### config.mk
export PLATFORM = sky130hd
export DESIGN_NAME = ttt_game_ctrl
export DESIGN_NICKNAME = d
export VERILOG_FILES = /design/src/rtl/ttt_game_ctrl.sv
export SDC_FILE = /design/constraint.sdc
export NUM_CORES = 1
export LEC_CHECK = 0
export ABC_AREA = 0
export ABC_CLOCK_PERIOD_IN_PS = 2000
export CORE_UTILIZATION = 45
export CTS_CLUSTER_DIAMETER = 120
export DETAILED_ROUTE_END_ITERATION = 10
export PLACE_DENSITY = 0.65
export SYNTH_ARGS = -nofsm -noshare
export SYNTH_HDL_FRONTEND = slang
export SYNTH_SLANG_ARGS = --single-unit
export TNS_END_PERCENT = 5
### constraint.sdc
create_clock -name clk -period 2 [get_ports clk]
set_clock_uncertainty 0.05 [all_clocks]
set_input_delay 0.4 -clock clk [delete_from_list [all_inputs] [get_ports clk]]
set_output_delay 0.4 -clock clk [all_outputs]
set_load 0.01 [all_outputs]
### src/rtl/ttt_game_ctrl.sv
// Tic-tac-toe game controller: cursor, 9-cell board, turn alternation,
// win/draw detection and a free-running cursor blink strobe.
module ttt_game_ctrl #(
  parameter logic [1:0]  FIRST_PLAYER = 2'b01,
  parameter int unsigned BLINK_DIV    = 25_000_000
) (
  input  logic            clk,
  input  logic            reset,
  input  logic            move_next,
  input  logic            move_prev,
  input  logic            place,
  input  logic            restart,
  output logic [3:0]      currentCell,
  output logic [8:0][1:0] currentGame,
  output logic [1:0]      turn,
  output logic [1:0]      winner,
  output logic            game_over,
  output logic            cursor_blink
);

  typedef enum logic [1:0] {
    S_PLAY  = 2'd0,
    S_CHECK = 2'd1,
    S_OVER  = 2'd2
  } state_t;

  localparam logic [25:0] BLINK_TC  = 26'(BLINK_DIV - 1);
  localparam logic [3:0]  LAST_CELL = 4'd8;
  localparam logic [3:0]  MAX_MOVES = 4'd9;

  state_t            state_q;
  logic [3:0]        cell_q;
  logic [3:0]        cell_d;
  logic [8:0][1:0]   board_q;
  logic [1:0]        turn_q;
  logic [1:0]        winner_q;
  logic              over_q;
  logic [3:0]        count_q;
  logic [25:0]       blink_cnt_q;
  logic [25:0]       blink_cnt_d;
  logic              blink_q;
  logic              line_win;
  logic              cell_free;
  logic [1:0]        turn_other;

  function automatic logic line3(input logic [1:0] a, input logic [1:0] b,
                                 input logic [1:0] c, input logic [1:0] m);
    return (a == m) && (b == m) && (c == m);
  endfunction

  // The mark just placed is still turn_q while in CHECK, so lines are tested against it.
  always_comb begin
    line_win = line3(board_q[0], board_q[1], board_q[2], turn_q) |
               line3(board_q[3], board_q[4], board_q[5], turn_q) |
               line3(board_q[6], board_q[7], board_q[8], turn_q) |
               line3(board_q[0], board_q[3], board_q[6], turn_q) |
               line3(board_q[1], board_q[4], board_q[7], turn_q) |
               line3(board_q[2], board_q[5], board_q[8], turn_q) |
               line3(board_q[0], board_q[4], board_q[8], turn_q) |
               line3(board_q[2], board_q[4], board_q[6], turn_q);
  end

  always_comb begin
    cell_free  = (board_q[cell_q] == 2'b00);
    turn_other = (turn_q == 2'b01) ? 2'b10 : 2'b01;
    cell_d     = cell_q;
    if (move_next && !move_prev) begin
      cell_d = (cell_q >= LAST_CELL) ? 4'd0 : cell_q + 4'd1;
    end else if (move_prev && !move_next) begin
      cell_d = (cell_q == 4'd0) ? LAST_CELL : cell_q - 4'd1;
    end
  end

  always_ff @(posedge clk or negedge reset) begin
    if (!reset) begin
      state_q  <= S_PLAY;
      cell_q   <= '0;
      board_q  <= '0;
      turn_q   <= FIRST_PLAYER;
      winner_q <= '0;
      over_q   <= 1'b0;
      count_q  <= '0;
    end else if (restart) begin
      state_q  <= S_PLAY;
      cell_q   <= '0;
      board_q  <= '0;
      turn_q   <= FIRST_PLAYER;
      winner_q <= '0;
      over_q   <= 1'b0;
      count_q  <= '0;
    end else begin
      case (state_q)
        S_PLAY: begin
          // place outranks movement even when the target cell is occupied
          if (place) begin
            if (cell_free) begin
              board_q[cell_q] <= turn_q;
              count_q         <= (count_q >= MAX_MOVES) ? MAX_MOVES : count_q + 4'd1;
              state_q         <= S_CHECK;
            end
          end else begin
            cell_q <= cell_d;
          end
        end
        S_CHECK: begin
          if (line_win) begin
            winner_q <= turn_q;
            over_q   <= 1'b1;
            state_q  <= S_OVER;
          end else if (count_q == MAX_MOVES) begin
            winner_q <= 2'b00;
            over_q   <= 1'b1;
            state_q  <= S_OVER;
          end else begin
            turn_q  <= turn_other;
            state_q <= S_PLAY;
          end
        end
        S_OVER: begin
          state_q <= S_OVER;
        end
        default: begin
          state_q <= S_PLAY;
        end
      endcase
    end
  end

  always_comb begin
    blink_cnt_d = (blink_cnt_q == BLINK_TC) ? '0 : blink_cnt_q + 26'd1;
  end

  always_ff @(posedge clk or negedge reset) begin
    if (!reset) begin
      blink_cnt_q <= '0;
      blink_q     <= 1'b0;
    end else begin
      blink_cnt_q <= blink_cnt_d;
      if (blink_cnt_q == BLINK_TC) begin
        blink_q <= ~blink_q;
      end
    end
  end

  assign currentCell  = cell_q;
  assign currentGame  = board_q;
  assign turn         = turn_q;
  assign winner       = winner_q;
  assign game_over    = over_q;
  assign cursor_blink = blink_q;

endmodule

==> out/results.txt, run 1 <==
met2 Resource Use GR: 33.5%
HPWL Detailed: 5960 um
register-to-register setup slack: -0.14 ns
nature of the critical path startpoint: flip-flop
Max Clk Rate: 468 MHz
CTS tree: yes
number of global-route vias before repair: 2,916
Initial DRT Pass Iterations: 4
Cell Count Post-Placement: 536
average size of a mapped cell: 9.42 sq um
register area share after synthesis: 43.1%
DR vias: 3,133
P_leak: 2.28 nW
status: finished, violations left
CP max stage cell: dfstp_2
kind of critical path: flip-flop to flip-flop
core area: 7370 sq um
largest net degree at the start of global routing: 36
CP Capture Type: flip-flop
clk root buf: clkbuf_8
Synth cell types: 54
RR Startpoint: turn[0]
Syn-to-layout area delta: 38.5%
min-delay src: cursor_blink
n_diodes: 0
Crit Path Max Fanout: 8
Clk pin slew, worst setup/hold paths: 0.07 ns
Hold Crit Class: flip-flop to flip-flop
# H-tree levels: 3
post-synthesis async set-or-reset flop share: 100%
failing checks: negative setup slack
wire per inst: 15.6 um
die height: 90.0 um
PD cells: 792 nW/um^2
DR vias/cell: 5.54
CTS max path bufs: 2
Starting DRT DRC Count: 227
Buf+Inv Stages, Crit Path: 3
RSZ-0062 raised after global routing: true
Skew-Pair Late Insertion Delay: 0.33 ns
DRC: 0
Final GP Congestion: 0.852
Initial Util: 47.3%
Yosys reg bits: 60
Max rail drop VDD: 564 uV
CTS sink cnt: 60
DIE AREA: 8100 sq um
slowest stage delay, CP: 0.57 ns
synthesized instance count: 370
TritonCTS Buffers: 9
Final Non-Filler Cells: 566
setup_tns: -0.444 ns
Post-DRT Antenna Nets: 0
Ports: 34
Final Setup Violations: 4
GR Util met1: 31.0%
die span in x: 90.0 um
met3 Usage GRT: 4.31%
crit-path leading delay family: flip-flops
max cap viols: 0
fill cell total of the finished layout: 609
Synth Cell Area: 3490 sq um
Slew @ Worst Pin: 0.390 ns
layout cell share with drive strength beyond 1: 27.4%
ys flop type: dfrtp_1
required time worst endpoint: 2.16 ns
row count: 31
Slew Viols, Final: 0
Post-synth EDFFs: 0
Slew headroom: 73.9%
arrival time at the worst endpoint: 2.29 ns
first-pass GRT wire length: 14,200 um
crit path cell chain: buf_12, buf_8, nor3_4, o22ai_2, a211oi_2, nor4_4, buf_4, mux2i_1, o21ai_0
total track usage: 21.9%
Final nets: 478
IO buf count: 33
gr ovfl total: 0
post-route setup slack: -0.138 ns
YS warnings: 0
Synthesized Nets: 385
Routed Wire Length: 8850 um
Final Hold Vio Count: 0
min Tclk post-route: 2.14 ns
CP startpoint: turn[0]
Tcrit/Tclk final: 107%
initial antenna violation count: 0
gr busiest metal: met2
## synthesized netlist by cell type, drive strengths merged, types with 2 or more instances
cell type | count | area [sq um]
and3 | 20 | 130
nand3 | 14 | 75.1
nor2b | 6 | 37.5
dfrtp | 59 | 1480
buf | 7 | 40.0
or3 | 2 | 12.5
nor3b | 4 | 30.0
nor3 | 20 | 110
o31ai | 4 | 30.0
o21ai | 9 | 45.0
clkbuf | 8 | 30.0
nand4 | 6 | 37.5
nand2 | 28 | 105
xor2 | 21 | 184
mux4 | 2 | 45.0
a211oi | 8 | 60.1
nor2 | 59 | 221
a21o | 2 | 15.0
o22ai | 8 | 56.3
inv | 6 | 22.5
xnor2 | 11 | 96.3
mux2i | 17 | 170
nor4 | 3 | 40.0
nor4b | 4 | 35.0
nand2b | 6 | 37.5
ha | 9 | 113
a21oi | 9 | 45.0
nand3b | 2 | 18.8
## layout by cell type, fill, tap and decap left out, drive strengths merged, types with 11 or more instances in the layout
master and instances:
clkdlybuf4s50 30, nand3 14, nand2 28, clkbuf 12, xor2 21, buf 63, and3 20, dfrtp 59
mux2i 17, xnor2 11, nor2 59, nor3 20
## report_power, final
group	total, mW	internal [mW]	leakage [nW]	switching [mW]
logic	1.25	0.631	1.37	0.622
clock network	1.20	0.729	0.109	0.468
registers	1.38	1.28	0.803	0.0951
total	3.83	2.64	2.28	1.18
## area by class of cell
class | instances | area (sq um) | share of cell area [%]
clock buffer | 11 | 141 | 2.93
clock inverter | 4 | 73.8 | 1.53
inverter | 6 | 22.5 | 0.467
multi-input combinational | 289 | 2060 | 42.6
sequential | 60 | 1510 | 31.3
tap | 99 | 124 | 2.57
timing repair buffer | 97 | 896 | 18.6
## layer usage
metal	vias up	wire, um
li1	1496	-
met1	1506	4150
met2	110	4010
met3	21	558
met4	0	133
met5	-	0
## registers in the layout, indices dropped and copies added (netlist names)
| name | count |
|---|---|
| currentGame | 18 |
| cursor_blink | 1 |
| blink_cnt_q | 26 |
| state_q | 2 |
| winner | 2 |
| turn | 2 |
| game_over | 1 |
| currentCell | 4 |
| count_q | 4 |
## what timing repair did
action / CTS / global route
cloned: 0 / 1
hold buffers: 1 / 0
endpoints found under the hold margin: 8 / 0
buffers inserted: 3 / 10
resized for setup: 5 / 46
setup endpoints to repair: 9 / 34
pin swaps: 1 / 8
## metrics by stage
stage	total power [mW]	hold WS (ns)	util (%)	instance area [sq um]	worst slack (ns)
floorplan	1.93	0.0544	-	3490	-0.0450
global placement	2.36	0.256	57.9	4270	-0.158
detailed placement	2.37	0.258	57.9	4270	-0.180
CTS	3.61	0.424	61.5	4530	-0.101
global route	4.02	0.443	65.5	4830	-0.187
finish	3.83	0.423	65.5	4830	-0.138
## cells by family (layout without fill, tap and decap cells)
| family | count (synthesis) | count (layout) | share of synthesized area, % |
|---|---|---|---|
| XOR/XNOR | 32 | 32 | 8.04 |
| buffers and inverters | 21 | 118 | 2.66 |
| AND/OR/NAND/NOR | 180 | 180 | 27.0 |
| flip-flops | 60 | 60 | 43.1 |
| adder cells (fa/ha/maj) | 9 | 9 | 3.23 |
| multiplexers | 20 | 20 | 6.60 |
| AO/OA/AOI/OAI | 48 | 48 | 9.33 |
## final timing paths
check / to / depth (start not counted)
worst max-delay path: winner[0] / 9
worst min-delay path: cursor_blink / 1
worst max register to register: winner[0] / 9
worst min register to register: cursor_blink / 1
max in group asynchronous: turn[0] / 3
min in group asynchronous: winner[0] / 2
(Power assumes the default switching activity.)
==> inputs of run 2 (changes only) <==
CORE_MARGIN = 1   (was not set)
==> results of run 2 <==
Same layout as run 1: the final DEF is identical, and so are final timing and power.
